`src/rtl/heap_pkg.sv`:
```
// heap_pkg: shared state encoding and sizing helpers for the heap root and sorting nodes
package heap_pkg;

    typedef enum logic [1:0] {
        ST_INIT,
        ST_IDLE,
        ST_ISSUE,
        ST_WAIT
    } state_t;

    function automatic int rec_width(input int width);
        return width + 1;
    endfunction

    function automatic int cap(input int depth);
        return (1 << (depth + 1)) - 1;
    endfunction

    function automatic int occ_width(input int depth);
        return $clog2(cap(depth) + 1);
    endfunction

endpackage

```
`src/rtl/heap_root_node_if.sv`:
```
// heap_root_node_if: host-side record handshake into the heap root and evicted-minimum output
interface heap_root_node_if import heap_pkg::*; #(parameter int WIDTH = 15) ();

    logic                          in_valid;
    logic [rec_width(WIDTH)-1:0]   in_data;
    logic                          in_ready;
    logic                          out_valid;
    logic [rec_width(WIDTH)-1:0]   out_data;

    modport master (output in_valid, in_data, input in_ready, out_valid, out_data);
    modport slave  (input in_valid, in_data, output in_ready, out_valid, out_data);

endinterface

```
`src/rtl/heap_root_node_spacing_counter.sv`:
```
// spacing_counter: loadable down-counter that stops at zero and flags it
module spacing_counter #(
    parameter int W = 4
) (
    input  logic         clk,
    input  logic         rst,
    input  logic         load,
    input  logic [W-1:0] load_val,
    output logic [W-1:0] count,
    output logic         zero
);

    assign zero = count == '0;

    // Load wins; otherwise count toward zero and hold there.
    always_ff @(posedge clk or negedge rst)
        if (!rst) count <= '0;
        else if (load) count <= load_val;
        else if (!zero) count <= count - 1'b1;

endmodule

```
`src/rtl/heap_root_node.sv`:
```
// heap_root_node: root slot of a pipelined min-heap; accepts records, evicts the minimum when full, paces sift-downs
module heap_root_node import heap_pkg::*; #(
    parameter int WIDTH       = 15,
    parameter int DEPTH       = 2,
    parameter int SPACING     = 5,
    parameter int INIT_CYCLES = 1 << (DEPTH + 1)
) (
    input  logic                        clk,
    input  logic                        rst,
    heap_root_node_if.slave             host,
    output logic                        initialize,
    output logic                        update_out,
    output logic                        address_updated_out,
    output logic [rec_width(WIDTH)-1:0] q_U,
    output logic [rec_width(WIDTH)-1:0] aux_q_U,
    input  logic                        addr_U,
    input  logic [rec_width(WIDTH)-1:0] data_U,
    input  logic                        wren_U
);

    localparam int RW        = rec_width(WIDTH);
    localparam int CAP       = cap(DEPTH);
    localparam int OW        = occ_width(DEPTH);
    localparam int CNT_MAX   = INIT_CYCLES > SPACING ? INIT_CYCLES : SPACING;
    localparam int CW        = $clog2(CNT_MAX + 1);
    localparam int WAIT_LOAD = SPACING > 2 ? SPACING - 2 : 0;

    state_t          state, state_nxt;
    logic [RW-1:0]   root;
    logic [OW-1:0]   occ;
    logic            started;
    logic            wr_conflict;
    logic            cnt_load;
    logic [CW-1:0]   cnt_val;
    logic [CW-1:0]   cnt;
    logic            cnt_zero;
    logic            expiring;
    logic            accept;
    logic            unused_addr;

    spacing_counter #(.W(CW)) u_cnt (
        .clk      (clk),
        .rst      (rst),
        .load     (cnt_load),
        .load_val (cnt_val),
        .count    (cnt),
        .zero     (cnt_zero)
    );

    // The counter's last count is 1: leaving then makes a load of N occupy exactly N cycles.
    assign expiring            = cnt_zero || cnt == CW'(1);
    assign accept              = state == ST_IDLE && host.in_valid;
    assign initialize          = state != ST_INIT;
    assign host.in_ready       = state == ST_IDLE;
    assign update_out          = state == ST_ISSUE;
    assign address_updated_out = 1'b0;
    assign q_U                 = root;
    assign aux_q_U             = root;
    assign unused_addr         = addr_U;

    // Next-state and counter-load decode.
    always_comb begin
        state_nxt = state;
        cnt_load  = 1'b0;
        cnt_val   = '0;
        case (state)
            ST_INIT: begin
                if (!started) begin
                    cnt_load = 1'b1;
                    cnt_val  = CW'(INIT_CYCLES - 1);
                end else if (expiring) state_nxt = ST_IDLE;
            end
            ST_IDLE:  if (host.in_valid) state_nxt = ST_ISSUE;
            ST_ISSUE: begin
                cnt_load  = 1'b1;
                cnt_val   = CW'(WAIT_LOAD);
                state_nxt = ST_WAIT;
            end
            ST_WAIT:  if (expiring) state_nxt = ST_IDLE;
            default:  state_nxt = ST_INIT;
        endcase
    end

    // State register; started marks that the INIT countdown has been loaded.
    always_ff @(posedge clk or negedge rst)
        if (!rst) begin
            state   <= ST_INIT;
            started <= 1'b0;
        end else begin
            state   <= state_nxt;
            started <= started | (state == ST_INIT);
        end

    // Root slot, eviction output, occupancy and the sticky write-collision flag.
    always_ff @(posedge clk or negedge rst)
        if (!rst) begin
            root          <= '0;
            occ           <= '0;
            host.out_valid <= 1'b0;
            host.out_data  <= '0;
            wr_conflict   <= 1'b0;
        end else if (accept) begin
            root           <= host.in_data;
            host.out_data  <= root;
            host.out_valid <= occ == OW'(CAP);
            occ            <= occ == OW'(CAP) ? occ : occ + 1'b1;
            wr_conflict    <= wr_conflict | wren_U;
        end else begin
            host.out_valid <= 1'b0;
            if (wren_U && (state == ST_IDLE || state == ST_WAIT)) root <= data_U;
        end

endmodule

```
`src/flat_wrapper.sv`:
```
// flat-port wrapper written by rule: the top's interface ports become plain ports
module heap_root_node_flat import heap_pkg::*;
#(
    parameter int WIDTH       = 15,
    parameter int DEPTH       = 2,
    parameter int SPACING     = 5,
    parameter int INIT_CYCLES = 1 << (DEPTH + 1)
)
  (clk, rst, initialize, update_out, address_updated_out, q_U, aux_q_U, addr_U, data_U, wren_U, host_in_valid, host_in_data, host_in_ready, host_out_valid, host_out_data);
  heap_root_node_if #(.WIDTH(WIDTH)) host_i ();
  input  logic clk;
  input  logic rst;
  output logic initialize;
  output logic update_out;
  output logic address_updated_out;
  output logic [rec_width(WIDTH)-1:0] q_U;
  output logic [rec_width(WIDTH)-1:0] aux_q_U;
  input  logic addr_U;
  input  logic [rec_width(WIDTH)-1:0] data_U;
  input  logic wren_U;
  input wire logic [$bits(host_i.in_valid)-1:0] host_in_valid;
  input wire logic [$bits(host_i.in_data)-1:0] host_in_data;
  output wire logic [$bits(host_i.in_ready)-1:0] host_in_ready;
  output wire logic [$bits(host_i.out_valid)-1:0] host_out_valid;
  output wire logic [$bits(host_i.out_data)-1:0] host_out_data;
  assign host_i.in_valid = host_in_valid;
  assign host_i.in_data = host_in_data;
  assign host_in_ready = host_i.in_ready;
  assign host_out_valid = host_i.out_valid;
  assign host_out_data = host_i.out_data;
  heap_root_node #(.WIDTH(WIDTH), .DEPTH(DEPTH), .SPACING(SPACING), .INIT_CYCLES(INIT_CYCLES)) u_core (.clk(clk), .rst(rst), .host(host_i), .initialize(initialize), .update_out(update_out), .address_updated_out(address_updated_out), .q_U(q_U), .aux_q_U(aux_q_U), .addr_U(addr_U), .data_U(data_U), .wren_U(wren_U));
endmodule
```
`config.mk`:
```
export PLATFORM = sky130hd
export DESIGN_NAME = heap_root_node_flat
export DESIGN_NICKNAME = d
export VERILOG_FILES = /design/src/rtl/heap_pkg.sv /design/src/rtl/heap_root_node_if.sv /design/src/rtl/heap_root_node_spacing_counter.sv /design/src/rtl/heap_root_node.sv /design/src/flat_wrapper.sv
export SDC_FILE = /design/constraint.sdc
export NUM_CORES = 1
export LEC_CHECK = 0
export CAP_MARGIN = 5
export CORE_UTILIZATION = 43
export CTS_CLUSTER_SIZE = 40
export DETAILED_ROUTE_END_ITERATION = 7
export HOLD_SLACK_MARGIN = 0.05
export PLACE_DENSITY = 0.81
export SYNTH_ARGS = -nofsm -noshare
export SYNTH_HDL_FRONTEND = slang
export SYNTH_HIERARCHICAL = 1
export SYNTH_SLANG_ARGS = --single-unit
```
`constraint.sdc`:
```
create_clock -name clk -period 2.41 [get_ports clk]
set_input_delay 0.241 -clock clk [delete_from_list [all_inputs] [get_ports clk]]
set_output_delay 0.241 -clock clk [all_outputs]
set_load 0.01 [all_outputs]
```
==> qor.txt <==
Tot GR Track Use: 17.2%
Worst Tran Pin Value: 0.937 ns
CTS Root Cell: clkbuf_8
cts bufs inserted: 5
syn_area_per_cell: 13.5 um2
RSZ-0062 raised after global routing: no
Net Sw Frac: 32.0%
Vias: 1459
crit-path max FO: 6
Reg clk slew, reported paths: 0.07 ns
Vias/cell: 4.78
Tot Pwr: 0.00408 W
register area: 1080 um2
top-count cell post-synth: mux2_2
final hold vios: 0
initial antenna violation count: 0
clock skew: 0.00286 ns
routed length per placed instance: 13.6 um
Die Area: 5290 um2
post-CTS setup buffer count: 0
CTS H-tree depth: 2
DR pass1 iterations: 4
clk_lat worst skew: 0.29 ns
post-synth cell types: 30
mux cell area share after synthesis: 28.1%
share of the synthesized area in the top cell type: 50.0%
Crit path required time: 2.17 ns
Slew HR: 37.5%
Int Pwr: 0.00278 W
Final Critical Period: 1.88 ns
Synth Area in Compound Gates: 2.61%
final-report setup violation count: 0
Starting Density: 45.0%
Syn Inst Count: 160
register area share after synthesis: 50.0%
Multi-input gate area: 888 um2
PostCTS Resize Cnt: 0
Sink Count: 43
min-delay worst type: in -> async
Clk pwr share: 13.9%
Worst Setup End Kind: primary output
crit share post-route: 78.1%
Max Slew Vio Count: 0
DRC viols: 0
VDD IR max: 0.559 mV
critical path class: reg -> out
Post-synth EDFFs: 0
P&R area growth vs syn: 43.4%
largest net degree at the start of global routing: 44
WP data arrival: 1.64 ns
xor and xnor fraction of the mapped netlist area: 0.813%
crit path launch type: register
status: completed
routability congestion estimate from global placement: 0.717
setup TNS: 0 ns
sequential share of power: 33.1%
DP Wirelength: 3.13 mm
fill count: 392
synth warn: 6
async set-reset flop share out of synthesis: 100%
Hold-fix buffers, CTS: 0
main combinational cell family by area after synthesis: multiplexers
gr ovfl total: 0
first-pass GRT wire length: 6.76 mm
Logic pwr share: 53.1%
Post-synth top cells: 51 x mux2_2, 43 x dfrtp_1, 18 x buf_4
die extent in x: 72.8 um
Post-Syn Area: 2150 um2
io pins: 90
worst-case clock buffer depth: 2
vias in the first global route: 1382
die height: 72.8 um
port bufs: 87
PwrDens: 1320 nW/um2
Total Wirelength: 4.16 mm
Lkg Pwr: 1.30 nW
layout cells sized above 1: 29.8%
Ant. Diodes: 0
CTS tree: yes
Post-Synth Adder-Cell Area: 4.07%
Final #Nets: 281
First DRT Iteration DRCs: 52
fmax: 0.531 GHz
number of synthesized register bits: 43
antenna-violating nets left: 0
Row Count: 25
Max Cap Viol: 0
top_reg_cell synth: dfrtp_1
switching pwr: 0.00131 W
Core ar.: 4790 um2
top cells by area, synth: dfrtp_1 50%, mux2_2 27%, buf_4 6.3%, ha_1 4.1%, mux2i_1 1.4%
leading area contributor after synthesis: dfrtp_1
simple-gate share of the synthesized area: 5.35%
==> worst max-delay path: stages, from the launching register on <==
cell,delay (ns)
dfrtp_1,0.41
inv_1,0.11
ha_1,0.26
clkdlybuf4s50_1,0.57
==> kinds of logic after synthesis <==
group	after synthesis
AO/OA/AOI/OAI	7
XOR/XNOR	2
adder cells (fa/ha/maj)	7
buffers and inverters	29
flip-flops	43
multiplexers	54
other	1
AND/OR/NAND/NOR	17
==> per-stage QoR <==
step	hold slack, ns	setup slack, ns	util, %	area (um2)	std cells
6_report	0.0895	0.527	64.5	3090	305
5_1_grt	0.157	0.417	64.5	3090	305
4_1_cts	0.120	0.502	64.5	3090	305
3_5_place_dp	0.444	0.563	62.1	2970	297
3_3_place_gp	0.443	0.582	62.1	2970	297
2_1_floorplan	-0.0546	0.612	-	2160	161
==> power by group through the flow <==
stage / Clock, W / Combinational, W / Sequential [W]
2_1_floorplan: 0 / 0.00116 / 0.00145
3_3_place_gp: 0 / 0.00214 / 0.00135
5_1_grt: 0.000627 / 0.00232 / 0.00140
4_1_cts: 0.000587 / 0.00219 / 0.00136
3_5_place_dp: 0 / 0.00218 / 0.00137
6_report: 0.000566 / 0.00217 / 0.00135
==> path summary, 6_finish.rpt <==
kind                            startpoint  slack (ns)  cells past startpoint                      end
max                        u_core/state[1]        0.53                      3            host_in_ready
min                                    rst        0.09                      1  u_core/host.out_data[3]
max reg2reg                u_core/state[1]        0.57                      6        u_core/aux_q_U[1]
min reg2reg                 u_core/started        0.48                      1           u_core/started
max in group asynchronous              rst        1.74                      1  u_core/host.out_data[0]
min in group clk            u_core/started        0.48                      1           u_core/started
==> state kept, by name (all words and copies together) (netlist names) <==
name	cells
u_core/aux_q_U	16
u_core/host.out_data	16
u_core/host.out_valid	1
u_core/occ	3
u_core/started	1
u_core/state	2
u_core/u_cnt/count	4
==> routing by layer <==
layer	global-route usage (%)	vias to the layer above	share of wire, %
met3	5.94	2	7.6
met1	21.2	706	43
met5	0	-	0
li1	-	690	-
met4	5.23	0	0.72
met2	28.5	61	49
==> cells in the final DEF (no fill, tap or decap), drive strengths merged <==
cell | netlist | routed
clkdlybuf4s50 | 0 | 86
mux2 | 51 | 51
dfrtp | 43 | 43
inv | 7 | 7
ha | 7 | 7
clkbuf | 1 | 6
buf | 21 | 5
nor2b | 3 | 3
mux2i | 3 | 3
nor2 | 3 | 3
nand2 | 3 | 3
or2 | 2 | 2
conb | 1 | 2
nor3 | 2 | 2
nor3b | 2 | 2
o21ai | 2 | 2
bufinv | 0 | 1
clkinv | 0 | 1
and3 | 1 | 1
or4b | 1 | 1
a311oi | 1 | 1
a211oi | 1 | 1
o32ai | 1 | 1
a21oi | 1 | 1
xor2 | 1 | 1
a221o | 1 | 1
xnor2 | 1 | 1
==> cell type report <==
type	count	area share [%]
Multi-Input combinational cell	89	28.8
Inverter	7	0.851
Timing Repair Buffer	91	29.0
Tap cell	67	2.71
Clock buffer	6	2.67
Clock inverter	2	1.13
Sequential cell	43	34.8
No activity file was read; power rests on OpenSTA's default activity.
==> variant, RTL diff (config.mk and constraints unchanged) <==
`SPACING` is set to 5 in 2 places; all go to 10.
--- a/src/rtl/heap_root_node.sv
+++ b/src/rtl/heap_root_node.sv
@@ -3,5 +3,5 @@
     parameter int WIDTH       = 15,
     parameter int DEPTH       = 2,
-    parameter int SPACING     = 5,
+    parameter int SPACING     = 10,
     parameter int INIT_CYCLES = 1 << (DEPTH + 1)
 ) (
--- a/src/flat_wrapper.sv
+++ b/src/flat_wrapper.sv
@@ -4,5 +4,5 @@
     parameter int WIDTH       = 15,
     parameter int DEPTH       = 2,
-    parameter int SPACING     = 5,
+    parameter int SPACING     = 10,
     parameter int INIT_CYCLES = 1 << (DEPTH + 1)
 )
Behaviour: no difference found for any inputs over 10 cycles, from zero or initial values and one cycle with rst low; that may be too few to reach the edited logic, so the function may still have changed.
==> variant against the original RTL <==
Critical path depth rose by 2; final cell count unchanged; combinational power rose by 6%; hold slack improved by 10 ps; final area grew 2.1%; sequential share of layout area down 0.71 points; area after synthesis up 5.1%; power increased by 1.9%; sequential cell count is the same; wire length rose by 1.0%; die area increased by 4.9%; worst setup slack worse by 76 ps.
==> variant: results (changes against the original RTL) <==
Route
  – Initial detailed-routing violation count: 42 (-19%)
  – Total routed wire length on the met1 layer: 1770 um (-0.23%)
  – Met2 wire length: 2197 um (+7.7%)
  – Vias per cell: 4.826 (+0.89%)
  – First-pass DRT Iterations: 4 (unchanged)
  – Routed length on met3: 194 um (-39%)
  – Drt total wl: 4203 um (+1.0%)

Critical path
  – Arrival time worst endpoint: 2140 ps (+500 ps)
  – Capturing element type of the critical path: flip-flop
  – Critical path fanouts, max: 29 (+23)
  – Worst reg2reg endpoint: u_core/occ[1]

Power and ir drop
  – Leak: 1.399 nW (+7.2%)
  – Worst ir drop on vdd: 0.6549 mV (+17%)

Timing
  – Pin slew with the least headroom to its limit: 947.8 ps (+11.03 ps)
  – Post-Route Skew: 3.612 ps (+0.7536 ps)

Logic synthesis
  – Complex-gate fraction of the synthesized area: 2.765% (+0.15 points)
  – Yosys cell types: 35 (+17%)
  – Arithmetic-cell share of the synthesized area counting full adders, half adders and majority gates: 3.872% (-0.20 points)
  – Fraction of the yosys area taken by sequential cells: 47.57% (-2.4 points)
  – Count of synthesis-stage warnings from yosys: 6 (unchanged)
  – Synth cell count leaders: sky130_fd_sc_hd__dfrtp_1, sky130_fd_sc_hd__mux2_2, sky130_fd_sc_hd__mux2_4, sky130_fd_sc_hd__buf_4, sky130_fd_sc_hd__ha_1
  – Multiplexer share of the synthesized area: 30.25% (+2.2 points)
  – Cell types with the largest area share after synthesis: sky130_fd_sc_hd__dfrtp_1, sky130_fd_sc_hd__mux2_4, sky130_fd_sc_hd__mux2_2, sky130_fd_sc_hd__buf_4, sky130_fd_sc_hd__ha_1
  – Xor and xnor area share after synthesis: 0.7743% (-0.039 points)

Finish
  – Share of cells above drive strength 1: 28.94% (-0.90 points)
  – Nets: 278 (-1.1%)
  – Final-layout fill cell count: 425 (+8.4%)

Global route
  – Met2 routing resource usage after global routing: 26.43% (-2.0 points)
  – Met3 usage in global routing: 2.439% (-3.5 points)
  – Overall global routing resource usage: 15.16% (-2.0 points)
  – Met1 Resource Use GR: 19.12% (-2.1 points)
  – Vias in the first global route: 1352 (-2.2%)
  – Wire length of the first global-routing pass: 6375 um (-5.6%)

Place
  – HPWL after DPL: 3014 um (-3.7%)
  – RD Place Congestion: 0.7310 (+1.9%)

Run status
  – Result of the run: complete, no violations

Clock tree
  – Total of cells resized after clock tree synthesis: 0 (unchanged)
==> variant: final cells by class <==
type / instances / area share (%)
Clock buffer: 8 / 3.176
Inverter: 6 / 0.7146
Sequential cell: 43 / 34.14
Tap cell: 70 / 2.779
Multi-Input combinational cell: 89 / 31.24
Timing Repair Buffer: 89 / 27.95
==> variant: stage by stage <==
step / cell area [um^2] / worst slack [ps] / utilization, % / instances
2_1_floorplan: 2262 / 712.7 / - / 160
3_3_place_gp: 3052 / 421.6 / 60.13 / 297
3_5_place_dp: 3052 / 410.0 / 60.13 / 297
4_1_cts: 3152 / 429.3 / 62.11 / 305
5_1_grt: 3152 / 313.1 / 62.11 / 305
6_report: 3152 / 450.5 / 62.11 / 305
==> variant: where the power goes <==
group          switching, W  internal (W)
Combinational      0.000845       0.00147
Sequential         0.000273       0.00108
Clock              0.000229      0.000262
==> variant: kinds of logic (layout without fill, tap and decap cells) <==
kind of cell | Yosys count | count (layout)
buf+inv | 28 | 103
mux | 53 | 53
xor+xnor | 2 | 2
flops | 43 | 43
simple gates | 18 | 18
other cells | 1 | 1
compound gates | 8 | 8
fa+ha+maj | 7 | 7
==> variant: how the worst min path moves through the flow <==
stage                         from                  to  slack (ps)  cells after the start
finish                         rst   u_core/aux_q_U[9]         100                      1
global placement    u_core/started      u_core/started         440                      1
global route                   rst     u_core/state[1]         190                      1
detailed placement  u_core/started      u_core/started         440                      1
CTS                            rst  u_core/aux_q_U[10]         140                      1
floorplan                      rst   u_core/aux_q_U[0]         -50                      0
==> variant: critical path: stages (launching register included) <==
cell                      delay (ps)
sky130_fd_sc_hd__dfrtp_1         420
sky130_fd_sc_hd__inv_1           100
sky130_fd_sc_hd__ha_1            310
sky130_fd_sc_hd__nand2_4         320
sky130_fd_sc_hd__nor2_1          330
sky130_fd_sc_hd__mux2_2          370
